[config.mk]
export PLATFORM = sky130hd
export DESIGN_NAME = buffer_read_serializer
export DESIGN_NICKNAME = d
export VERILOG_FILES = /design/src/rtl/buffer_read_serializer.sv
export SDC_FILE = /design/constraint.sdc
export NUM_CORES = 1
export LEC_CHECK = 0
export BUFFER_PORTS_ARGS = -buffer_cell sky130_fd_sc_hd__buf_2
export CAP_MARGIN = 10
export CORE_MARGIN = 2
export CORE_UTILIZATION = 40
export DETAILED_ROUTE_END_ITERATION = 10
export PLACE_DENSITY_LB_ADDON = 0.15
export SYNTH_ARGS = -nofsm -noshare
export SYNTH_HDL_FRONTEND = slang
export SYNTH_SLANG_ARGS = --single-unit
[constraint.sdc]
create_clock -name clk -period 1.7 [get_ports clk]
set_clock_uncertainty 0.15 [all_clocks]
set_input_delay 0.17 -clock clk [delete_from_list [all_inputs] [get_ports clk]]
set_output_delay 0.17 -clock clk [all_outputs]
set_load 0.02 [all_outputs]
[src/rtl/buffer_read_serializer.sv]
`timescale 1ns/1ps
// Pops R_PARAM-word chunks from the PE circular buffer and replays them word by word to the MAC input.
// Latency: the first word is valid one cycle after the pop. Backpressure: out_ready=0 freezes the word and count, and no pop is issued.
// Optional PREFETCH_EN: pops the next chunk on the last-word transfer, giving a zero-bubble stream.
module buffer_read_serializer #(
    parameter int DATA_WIDTH = 8,
    parameter int R_PARAM    = 4
) (
    input  logic                          clk,
    input  logic                          rst,
    input  logic                          flush,
    input  logic                          buf_valid,
    input  logic                          buf_empty,
    input  logic [DATA_WIDTH*R_PARAM-1:0] buf_data,
    output logic                          buf_read_en,
    input  logic                          out_ready,
    output logic                          out_valid,
    output logic [DATA_WIDTH-1:0]         out_data,
    output logic                          out_last,
    output logic                          busy
);

    localparam int CW = $clog2(R_PARAM);
    localparam logic [CW-1:0] LAST_IDX = CW'(R_PARAM - 1);

    typedef enum logic {IDLE, SHIFT} state_t;

    state_t                        state_q, state_d;
    logic [DATA_WIDTH*R_PARAM-1:0] hold_q, hold_d;
    logic [CW-1:0]                 cnt_q, cnt_d;
    logic                          rd_en;
    logic                          pop;
    logic                          xfer;
    logic                          at_last;

    assign pop     = buf_valid & ~buf_empty & ~flush;
    assign xfer    = (state_q == SHIFT) & out_ready;
    assign at_last = (cnt_q == LAST_IDX);

    always_comb begin
        state_d = state_q;
        hold_d  = hold_q;
        cnt_d   = cnt_q;
        rd_en   = 1'b0;
        case (state_q)
            IDLE: begin
                rd_en = pop;
                if (pop) begin
                    hold_d  = buf_data;
                    cnt_d   = '0;
                    state_d = SHIFT;
                end
            end
            SHIFT: begin
                if (xfer) begin
                    if (!at_last) begin
                        cnt_d = cnt_q + 1'b1;
                    end else begin
`ifdef PREFETCH_EN
                        rd_en = pop;
                        if (pop) begin
                            hold_d = buf_data;
                            cnt_d  = '0;
                        end else begin
                            state_d = IDLE;
                        end
`else
                        state_d = IDLE;
`endif
                    end
                end
            end
            default: state_d = IDLE;
        endcase
        // Flush overrides any transfer or pop; the held words are simply abandoned.
        if (flush) begin
            state_d = IDLE;
            cnt_d   = '0;
            rd_en   = 1'b0;
        end
    end

    always_ff @(posedge clk or negedge rst) begin
        if (!rst) begin
            state_q <= IDLE;
            hold_q  <= '0;
            cnt_q   <= '0;
        end else begin
            state_q <= state_d;
            hold_q  <= hold_d;
            cnt_q   <= cnt_d;
        end
    end

    // Gating with rst keeps the pop request low for the whole time reset is held.
    assign buf_read_en = rd_en & rst;
    assign busy        = (state_q == SHIFT);
    assign out_valid   = busy;
    assign out_last    = busy & at_last;
    assign out_data    = busy ? hold_q[int'(cnt_q)*DATA_WIDTH +: DATA_WIDTH] : '0;

endmodule
=== Word-level counts from Yosys, hierarchy flattened ===
Index checks and enable logic that the tools add are counted.

* Add/sub/neg operators: 1
* Multiply operators: 0
* Divide/modulo/power cells: 0
* $lt $le $gt $ge: 0
* Equal/unequal tests: 4
* Shift-type cells: 1
* Muxes and demuxes: 13
* Bitwise logic cells: 8
* Reductions and logical operators: 2

{| class="wikitable"
|+ Operators with widths
! operator !! number
|-
| variable part select 32 x 6 -> 8 bit || 1
|-
| 2-to-1 mux 2 bit || 4
|-
| 2-to-1 mux 8 bit || 1
|-
| 2-to-1 mux 1 bit || 6
|-
| inequality test 3 bit, second input constant || 2
|-
| AND 1 bit || 5
|-
| case mux 2 bit (2 select lines) || 1
|-
| inequality test 3 x 2 -> 1 bit, second input constant || 1
|-
| NOT 1 bit || 3
|-
| AND reduction 3 bit || 1
|-
| adder 2 x 1 -> 2 bit, second input constant || 1
|-
| == test 2 bit, second input constant || 1
|-
| case mux 1 bit (2 select lines) || 1
|-
| AND reduction 2 bit || 1
|}

* Flip-flop bits (word level): 35
* Latch bits: 0
* RAM bits: 0
* Bits in read-only memories: 0
* Input port bits: 38
* Output and inout bits: 12
* Logic and storage cells: 32
* Memories: 0

=== Depth between registers and ports, before layout ===
Gate-level depths: netlist of run 1.

* Depth after elaboration: 6
* Mapped depth: 4
* Depth with buffers taken out: 4

=== Least setup slack after synthesis of run 1 ===
OpenSTA, ideal clock, no wires.

* Path type: register to register
* From: register state_q, in the netlist busy
* To: register hold_q[0]
* Library setup time: 0.125 ns
* Arrival time: 1.378 ns
* Required time: 1.425 ns
* Setup slack: 0.047 ns
* Cell stages (with the launch flop): 4
* Buffers on the path: 1
* Period minus slack after synthesis: 1.653 ns
* Cells stage by stage: dfrtp_1 > nor3_4 > buf_6 > mux2_2

* Cells in the longest elaborated chain, start to end: 2

{| class="wikitable"
|+ Ends and longest elaborated chain
! what !! RTL line !! RTL
|-
| from (decl) || 28 || <nowiki>state_t state_q, state_d;</nowiki>
|-
| from (signal assigned) || 89 || <nowiki>state_q <= state_d;</nowiki>
|-
| NOT 1 bit || - ||
|-
| AND reduction 2 bit (no source line) || - ||
|-
| to (signal assigned) || 90 || <nowiki>hold_q <= hold_d;</nowiki>
|-
| to (decl) || 29 || <nowiki>logic [DATA_WIDTH*R_PARAM-1:0] hold_q, hold_d;</nowiki>
|}

Every way passes these cells.
A chain may end at the register's enable or synchronous reset.

=== Worst setup path in the final report of run 1 ===
* From: register cnt_q[0]
* To: output port out_data[6]

* Cells in the longest elaborated chain, start to end: 2

{| class="wikitable"
|+ Ends and longest elaborated chain
! what !! RTL line !! RTL
|-
| from (decl) || 30 || <nowiki>logic [CW-1:0] cnt_q, cnt_d;</nowiki>
|-
| from (signal assigned) || 91 || <nowiki>cnt_q <= cnt_d;</nowiki>
|-
| variable part select 32 x 6 -> 8 bit || 100 || <nowiki>assign out_data = busy ? hold_q[int'(cnt_q)*DATA_WIDTH +: DATA_WIDTH] : '0;</nowiki>
|-
| 2-to-1 mux 8 bit || 100 ||
|-
| to (decl) || 18 || <nowiki>output logic [DATA_WIDTH-1:0] out_data,</nowiki>
|}

Every way passes these cells.

==> results.json, run 1 <==
{
  "hold_viol_final": 0,
  "synthesis.area_per_instance_um2": 15.5,
  "final_layout_size_suffix_gt1_share_pct": 57.4,
  "worst-endpoint-arrival_ns": 1.58,
  "row_count": 23,
  "globalRouteOverflowTotal": 0,
  "critPathKind": "reg2out",
  "cellInternalPower_uw": 1630,
  "maxCapViolCount": 0,
  "drt-wirelength-per-cell_um": 14.7,
  "maxSlewViolCount": 0,
  "drt_first_pass_iters": 2,
  "final_cell_mix": "sky130_fd_sc_hd__buf_2 (39), sky130_fd_sc_hd__dfrtp_1 (35), sky130_fd_sc_hd__dlygate4sd3_1 (35), sky130_fd_sc_hd__mux2_2 (32), sky130_fd_sc_hd__buf_6 (12)",
  "status": "finished, violations left",
  "peak_clock_frequency_supported_by_timing_mhz": 527,
  "hpwl_um": 2490,
  "switching_power_uw": 517,
  "worst-endpoint-required_ns": 1.38,
  "grt_usage_pct": 18.0,
  "drt_drc_violations_left": 0,
  "clock_power_share_pct": 24.8,
  "worstSetupStartpoint": "cnt_q[0]",
  "layout_worst_path_cycle_share_pct": 112,
  "path_max_fanout": 6,
  "synth.ff_latch_count": 35,
  "synth.net_count": 145,
  "clkSlewWorstSetupHoldPaths_ns": 0.07,
  "rsz0062_at_grt": "yes",
  "cpMostUsedCell": "sky130_fd_sc_hd__buf_6",
  "finalSetupViolCount": 8,
  "power_per_cell_area_nw_per_um2": 865,
  "crit_path_end": "out_data[6]",
  "dieArea_um2": 4650,
  "distinct_cell_type_count_after_synthesis": 19,
  "worst-r2r-cell-count": 3,
  "timing.critical_path.to_type": "output pin",
  "fp.dieW_um": 68.2,
  "worstSetupStartpointType": "flop",
  "final_setup_slack_of_the_worst_path_ns": -0.196,
  "antennaDiodeCount": 0,
  "worstSkewPairLatency_ns": 0.28,
  "postRouteWirelength_um": 3640,
  "worst_hold_path_type": "in2reg",
  "final_antenna_net_count": 0,
  "worst_r2r_endpoint": "hold_q[28]",
  "layout.cells.most_common": "sky130_fd_sc_hd__buf_2",
  "place.gp.congestion": 0.763,
  "power_frac_seq_pct": 50.8,
  "place_ws_ns": 0.0677,
  "pin_count_of_the_biggest_net_entering_global_routing": 36,
  "cts_num_sinks": 35,
  "htree_levels": 2,
  "grt_pass1_vias": 1244,
  "tritoncts": "built",
  "worstReg2RegStart": "busy",
  "area_growth_syn_to_layout_pct": 51.0,
  "post-layout-total-power_uw": 2150,
  "place.port_buffers": 49,
  "core_area_um2": 3970,
  "drt_iter0_markers": 26,
  "peakVddDrop_mv": 0.586,
  "global_route_wire_length_before_repair_um": 5800,
  "power_frac_comb_pct": 24.4,
  "violations_in_the_final_reports": "setup timing",
  "clock-root-buffer": "sky130_fd_sc_hd__clkbuf_8",
  "ys.warnings.count": 0,
  "synth_area_um2": 1650,
  "route.vias.total": 1208,
  "fillers": 327,
  "max_slew_headroom_pct": 69.7,
  "clk_path_buf_depth": 2,
  "io_pins": 50,
  "net_sw_share_pct": 24.0,
  "cts_inserted_buffers": 5,
  "timing.reg2reg.setup_slack_ns": 0.11,
  "slowest_delay_ns": 0.49,
  "initial_core_util_pct": 41.5,
  "crit_slowest_cell": "sky130_fd_sc_hd__mux4_2",
  "postSynthCellCount": 106,
  "layout.nets": 237,
  "timing_worst_slew_pin_value_ns": 0.454,
  "die_height_um": 68.2,
  "critical_path.cell_chain": "buf_6 > mux4_2 > and2_4 > buf_6",
  "vias_per_cell": 4.89,
  "ys_seq_area_share_pct": 53.2,
  "p_leak_uw": 0.00111,
  "finalCriticalPeriod_ns": 1.90,
  "antenna_violations_before_repair": 0
}
-- sequential cells by signal (all words and copies together) (netlist names) --
register,count
busy,1
cnt_q,2
hold_q,32
-- per-layer routing --
metal,track usage (%),wire (um)
met1,21.8,1520
met2,29.9,1900
met3,4.93,158
met4,8.25,60
met5,0,0
-- worst max-delay path, delay by kind of cell, from the launching register on --
kind                   cells  cell delay, ns
and+or+nand+nor            1            0.17
muxes                      1            0.49
DFF                        1            0.37
buffers and inverters      2            0.27
-- stage by stage --
stage | hold WS [ns] | setup TNS [ns] | util (%) | std cells | area, um2
floorplan | -0.276 | 0 | - | 106 | 1650
global placement | 0.125 | 0 | 49.9 | 206 | 1980
detailed placement | 0.136 | 0 | 49.9 | 206 | 1980
CTS | 0.0508 | -1.59 | 62.7 | 248 | 2490
global route | 0.0559 | -1.98 | 62.6 | 247 | 2490
finish | 0.0610 | -1.44 | 62.6 | 247 | 2490
-- what timing repair did --
action                     in CTS  in global routing
hold endpoints to repair       70                  0
setup buffers                   1                  0
gates cloned                    0                  0
hold buffers                   35                  0
resized for setup              26                  5
pin swaps                       7                  1
setup endpoints to repair      10                 21
-- Yosys cell counts --
cell / instances / share of area, %
sky130_fd_sc_hd__dfrtp_1: 35 / 53
sky130_fd_sc_hd__nor2b_1: 1 / 0.38
sky130_fd_sc_hd__and2_1: 10 / 3.8
sky130_fd_sc_hd__inv_1: 1 / 0.23
sky130_fd_sc_hd__mux2i_1: 1 / 0.61
sky130_fd_sc_hd__a31oi_1: 1 / 0.38
sky130_fd_sc_hd__buf_4: 2 / 0.91
sky130_fd_sc_hd__a221oi_1: 1 / 0.53
sky130_fd_sc_hd__ha_1: 1 / 0.76
sky130_fd_sc_hd__mux4_2: 8 / 11
sky130_fd_sc_hd__clkbuf_1: 2 / 0.46
sky130_fd_sc_hd__nand3_1: 3 / 0.91
sky130_fd_sc_hd__a21oi_1: 1 / 0.30
sky130_fd_sc_hd__nor3_4: 1 / 0.99
sky130_fd_sc_hd__a211oi_1: 1 / 0.46
sky130_fd_sc_hd__buf_6: 3 / 2.1
sky130_fd_sc_hd__mux2_2: 32 / 22
sky130_fd_sc_hd__nand2b_1: 1 / 0.38
sky130_fd_sc_hd__nand2b_4: 1 / 0.84
-- power by group through the flow --
stage	sequential, uW	combinational [uW]	clock (uW)
2_1_floorplan	1080	305	0
3_3_place_gp	1100	410	0
4_1_cts	1090	536	564
3_5_place_dp	1110	431	0
5_1_grt	1110	574	602
6_report	1090	526	532
-- how the worst min path moves through the flow --
stage,from,to,slack [ns],depth (start not counted)
2_1_floorplan,rst,busy,-0.28,0
6_report,buf_valid,busy,0.06,3
3_5_place_dp,rst,hold_q[6],0.14,2
3_3_place_gp,rst,busy,0.12,2
5_1_grt,buf_valid,busy,0.06,3
4_1_cts,buf_valid,busy,0.05,3
-- final cells by class --
class                           instances  area [um2]  share of cell area, %
Clock buffer                            6        72.6                   2.92
Inverter                                1        3.75                  0.151
Multi-Input combinational cell         63         733                   29.5
Sequential cell                        35         876                   35.2
Tap cell                               50        62.6                   2.52
Timing Repair Buffer                   92         738                   29.7
-- cell families after synthesis --
family | Yosys count | share of synthesized area (%)
multiplexers | 41 | 33.4
flip-flops | 35 | 53.2
AND/OR/NAND/NOR | 17 | 7.30
buffers and inverters | 8 | 3.65
AO/OA/AOI/OAI | 4 | 1.67
adder cells (fa/ha/maj) | 1 | 0.760
Power figures use the tool's default switching activity.
==> run 2, diff against run 1 <==
Settings changed: BUFFER_PORTS_ARGS -buffer_cell sky130_fd_sc_hd__buf_2 to -buffer_cell sky130_fd_sc_hd__buf_4, HOLD_SLACK_MARGIN set to 0.1.
Clock period 1.7 ns to 2.19 ns, I/O delays scaled along.
==> results.json, run 2 (synthesized netlist as in run 1, its figures left out) <==
{
  "cts_inserted_buffers": 5,
  "grt_usage_pct": 16.8,
  "critPathKind": "reg2reg",
  "worst-r2r-cell-count": 5,
  "startpoint_of_the_worst_hold_path": "buf_valid",
  "final_instance_area_um2": 2500,
  "maxCapViolCount": 0,
  "worst_r2r_endpoint": "busy",
  "timing_worst_slew_pin_value_ns": 0.446,
  "holdPathEnd": "cnt_q[1]",
  "clk_path_buf_depth": 2,
  "hold_depth": 4,
  "cts_num_sinks": 35,
  "hold_viol_final": 0,
  "drt_iter0_markers": 28,
  "final_layout_size_suffix_gt1_share_pct": 52.6,
  "layout.nets": 236,
  "max_ffs_per_register": 32,
  "path_max_fanout": 6,
  "power_per_cell_area_nw_per_um2": 664,
  "fin_setup_tns_ns": 0,
  "pin_count_of_the_biggest_net_entering_global_routing": 36,
  "rsz0062_at_grt": "no",
  "global_route_wire_length_before_repair_um": 5620,
  "max_slew_headroom_pct": 70.2,
  "clock_power_share_pct": 24.8,
  "layout.cells.most_common": "sky130_fd_sc_hd__buf_4",
  "clock-root-buffer": "sky130_fd_sc_hd__clkbuf_8",
  "tritoncts": "built",
  "worstReg2RegStart": "cnt_q[0]",
  "globalRouteOverflowTotal": 0,
  "place.gp.congestion": 0.747,
  "power_frac_comb_pct": 24.1,
  "finalSetupViolCount": 0,
  "fillers": 316,
  "place.port_buffers": 49,
  "antenna_violations_before_repair": 0,
  "p_leak_uw": 0.00111,
  "initial_core_util_pct": 41.5,
  "timing.reg2reg.setup_slack_ns": 0.16,
  "die_height_um": 68.2,
  "final_antenna_net_count": 0,
  "htree_levels": 2,
  "timing.critical_path.to_type": "flop",
  "vias_per_cell": 4.83,
  "worst_hold_path_type": "in2reg",
  "area_growth_syn_to_layout_pct": 51.8,
  "antennaDiodeCount": 0,
  "switching_power_uw": 391,
  "worstSetupStartpointType": "flop",
  "dieArea_um2": 4650,
  "io_pins": 50,
  "fp.dieW_um": 68.2,
  "worstSkewPairLatency_ns": 0.28,
  "core_area_um2": 3970,
  "layout_worst_path_cycle_share_pct": 92.8,
  "finalCriticalPeriod_ns": 2.03,
  "power_frac_seq_pct": 51.1,
  "net_sw_share_pct": 23.6,
  "drt_drc_violations_left": 0,
  "cellInternalPower_uw": 1270,
  "drt-wirelength-per-cell_um": 14.2,
  "peakVddDrop_mv": 0.409,
  "timing.hold.ws_ns": 0.177,
  "post_cts_setup_bufs": 0,
  "worst-endpoint-required_ns": 2.25,
  "clkSlewWorstSetupHoldPaths_ns": 0.06,
  "dpl-instance-area_um2": 2070,
  "route.vias.total": 1189,
  "hpwl_um": 2410,
  "peak_clock_frequency_supported_by_timing_mhz": 492,
  "top_register": "hold_q",
  "row_count": 23,
  "status": "completed",
  "maxSlewViolCount": 0,
  "worst-endpoint-arrival_ns": 2.10,
  "postRouteWirelength_um": 3500,
  "final_cell_mix": "sky130_fd_sc_hd__buf_4 (55), sky130_fd_sc_hd__dlygate4sd3_1 (36), sky130_fd_sc_hd__dfrtp_1 (34), sky130_fd_sc_hd__mux2_2 (32), sky130_fd_sc_hd__and2_1 (10)",
  "drt_first_pass_iters": 4,
  "grt_pass1_vias": 1269
}
## run 2: cell types whose count changed in the layout (fill, tap and decap cells not counted), sizes merged
| cell | before | now |
|---|---|---|
| buf | 57 | 55 |
| dlygate4sd3 | 35 | 36 |
## run 2: area by class of cell
cell class	instances	area [um2]	share of cell area (%)
clock buffer	6	72.6	2.90
inverter	1	3.75	0.150
multi-input combinational	63	711	28.4
sequential	35	877	35.1
tap	50	62.6	2.50
timing repair buffer	91	773	30.9
## run 2: worst max path at each step
stage / startpoint / endpoint / slack (ns) / depth (start not counted)
6_report: cnt_q[0] / busy / 0.16 / 5
5_1_grt: cnt_q[0] / busy / 0.06 / 5
4_1_cts: cnt_q[1] / busy / 0.08 / 4
3_5_place_dp: cnt_q[0] / out_data[5] / 0.49 / 4
3_3_place_gp: cnt_q[0] / out_data[5] / 0.51 / 4
2_1_floorplan: busy / buf_read_en / 0.53 / 3
## run 2: worst max-delay path, stage by stage, from the launching register on
cell	delay [ns]
sky130_fd_sc_hd__dfrtp_1	0.37
sky130_fd_sc_hd__buf_4	0.17
sky130_fd_sc_hd__ha_1	0.23
sky130_fd_sc_hd__and2_1	0.18
sky130_fd_sc_hd__a221oi_1	0.28
sky130_fd_sc_hd__dlygate4sd3_1	0.59
## run 2: metal layers
metal / global-route usage (%) / routed length (um) / up-vias / part of all wire, %
li1: - / - / 571 / -
met5: 0 / 0 / - / 0
met4: 3.75 / 21 / 0 / 0.60
met3: 4.93 / 146 / 2 / 4.2
met2: 30.0 / 1860 / 28 / 53
met1: 20.0 / 1470 / 588 / 42
## run 2: per-stage QoR
stage	utilization, %	std cells	total power [uW]	setup WS, ns
floorplan	-	106	1070	0.530
global placement	52.0	204	1190	0.509
detailed placement	52.0	204	1220	0.490
CTS	62.9	246	1690	0.0826
global route	62.9	246	1760	0.0645
finish	62.9	246	1660	0.158
## run 2: power by group through the flow
stage	Sequential [uW]	Clock (uW)	Combinational [uW]
floorplan	838	0	237
global placement	854	0	341
detailed placement	861	0	354
CTS	849	436	406
global route	864	465	434
finish	847	412	400
## run 2: what timing repair did
action | CTS | global route
gates resized for setup | 0 | 1
setup endpoints to repair | 0 | 1
hold buffers | 36 | 0
endpoints found under the hold margin | 70 | 0
==> run 3, diff against run 2 <==
Settings changed: CORE_ASPECT_RATIO set to 0.8.
==> results.json, run 3 (synthesized netlist as in run 1, its figures left out) <==
{
  "clkSlewWorstSetupHoldPaths_ns": 0.06,
  "antenna_violations_before_repair": 0,
  "status": "completed",
  "place.gp.congestion": 0.703,
  "worstSetupStartpointType": "flop",
  "cts_inserted_buffers": 5,
  "initial_core_util_pct": 42.5,
  "antennaDiodeCount": 0,
  "timing.reg2reg.setup_slack_ns": 0.09,
  "seq_area_um2": 877,
  "drt-met1-wl_um": 1540,
  "met2_length_um": 1770,
  "net_sw_share_pct": 23.2,
  "max_ffs_per_register": 32,
  "drt-wirelength-per-cell_um": 13.9,
  "area_growth_syn_to_layout_pct": 53.9,
  "top_register": "hold_q",
  "dpl-instance-area_um2": 2070,
  "place.port_buffers": 49,
  "final_cell_mix": "sky130_fd_sc_hd__buf_4 (55), sky130_fd_sc_hd__dlygate4sd3_1 (36), sky130_fd_sc_hd__dfrtp_1 (34), sky130_fd_sc_hd__mux2_2 (32), sky130_fd_sc_hd__and2_1 (10)",
  "grt_pass1_vias": 1291,
  "layout.nets": 236,
  "slowest_delay_ns": 0.58,
  "max_slew_headroom_pct": 68.1,
  "critPathKind": "reg2reg",
  "worst_hold_path_type": "in2reg",
  "row_count": 20,
  "dieArea_um2": 4650,
  "fin_setup_tns_ns": 0,
  "drt_drc_violations_left": 0,
  "crit_slowest_cell": "sky130_fd_sc_hd__dlygate4sd3_1",
  "global_route_wire_length_before_repair_um": 5830,
  "worstSkewPairLatency_ns": 0.28,
  "peak_clock_frequency_supported_by_timing_mhz": 477,
  "fillers": 293,
  "post-layout-total-power_uw": 1750,
  "final_layout_size_suffix_gt1_share_pct": 53.0,
  "tritoncts": "built",
  "worst-endpoint-required_ns": 2.26,
  "critical_path.cell_chain": "ha_1 > and2_1 > a221oi_1 > dlygate4sd3_1",
  "route.vias.total": 1200,
  "clock-root-buffer": "sky130_fd_sc_hd__clkbuf_8",
  "hold_viol_final": 0,
  "drt_first_pass_iters": 5,
  "routed.top_layer": "met4",
  "globalRouteOverflowTotal": 0,
  "io_pins": 50,
  "worstReg2RegStart": "cnt_q[1]",
  "vias_per_cell": 4.74,
  "maxSlewViolCount": 0,
  "layout_worst_path_cycle_share_pct": 95.8,
  "path_max_fanout": 11,
  "postRouteWirelength_um": 3520,
  "hpwl_um": 2350,
  "fp.dieW_um": 75.7,
  "drt_iter0_markers": 37,
  "p_leak_uw": 0.00113,
  "clk_path_buf_depth": 2,
  "route.met3.wl_um": 130,
  "startpoint_of_the_worst_hold_path": "buf_valid",
  "worstSetupStartpoint": "cnt_q[1]",
  "finalCriticalPeriod_ns": 2.10,
  "power_frac_comb_pct": 22.8,
  "multiInputGateArea_um2": 711,
  "switching_power_uw": 406,
  "worst-endpoint-arrival_ns": 2.17,
  "layout.cells.most_common": "sky130_fd_sc_hd__buf_4",
  "maxCapViolCount": 0,
  "cellInternalPower_uw": 1340,
  "htree_levels": 2,
  "post-route-util_pct": 65.3,
  "finalSetupViolCount": 0,
  "core_area_um2": 3880,
  "cts_num_sinks": 35,
  "timing.critical_path.to_type": "flop",
  "pin_count_of_the_biggest_net_entering_global_routing": 36,
  "rsz0062_at_grt": "no",
  "power_frac_seq_pct": 48.6,
  "final_antenna_net_count": 0,
  "clock_power_share_pct": 28.6,
  "peakVddDrop_mv": 0.412,
  "die_height_um": 61.4,
  "final_instance_area_um2": 2530,
  "timing_worst_slew_pin_value_ns": 0.479,
  "power_per_cell_area_nw_per_um2": 690,
  "grt_usage_pct": 17.7
}
==> run 3: cell types whose count changed in the layout (fill, tap and decap cells not counted), sizes merged <==
| cell | delta |
|---|---|
| clkbuf | +2 |
==> run 3: cell type report <==
cell class,instances,area share [%]
clock buffer,8,3.95
sequential,35,34.6
inverter,1,0.148
multi-input combinational,63,28.0
tap,55,2.72
timing repair buffer,91,30.5
==> run 3: routing by layer <==
layer  up-vias  GRT usage, %
li1        565             -
met1       596          22.1
met2        32          29.1
met3         7          3.44
met4         0          10.3
met5         -             0
==> run 3: per-stage QoR <==
step                      std cells  hold slack, ns  setup slack, ns
after CTS                       253           0.166           0.0126
after global placement          209           0.136            0.327
after global routing            253           0.182           0.0150
after detailed placement        209           0.140            0.320
after floorplan                 106          -0.227            0.530
final                           253           0.184           0.0924
==> run 3: final timing paths <==
kind | to | cells after the start
max | busy | 4
min | cnt_q[1] | 4
max reg2reg | busy | 4
min reg2reg | hold_q[18] | 1
max in group asynchronous | cnt_q[0] | 3
min in group asynchronous | hold_q[0] | 3
==> run 3: repair_timing <==
| action | CTS | global route |
|---|---|---|
| gates resized for setup | 0 | 1 |
| setup buffers | 0 | 0 |
| hold buffers | 36 | 0 |
| setup endpoints to repair | 0 | 6 |
| endpoints found under the hold margin | 70 | 0 |
==> run 3: power groups by stage <==
stage	logic, uW	registers (uW)	clock network (uW)
floorplan	237	838	0
CTS	402	852	522
global route	437	868	549
finish	398	851	500
detailed placement	351	863	0
global placement	340	859	0
==> run 3: critical path, delay by kind of cell, from the launching register on <==
family / cells / cell delay, ns
AND/OR/NAND/NOR: 1 / 0.18
flip-flops: 1 / 0.56
buffers and inverters: 1 / 0.58
AO/OA/AOI/OAI: 1 / 0.28
adder cells (fa/ha/maj): 1 / 0.30
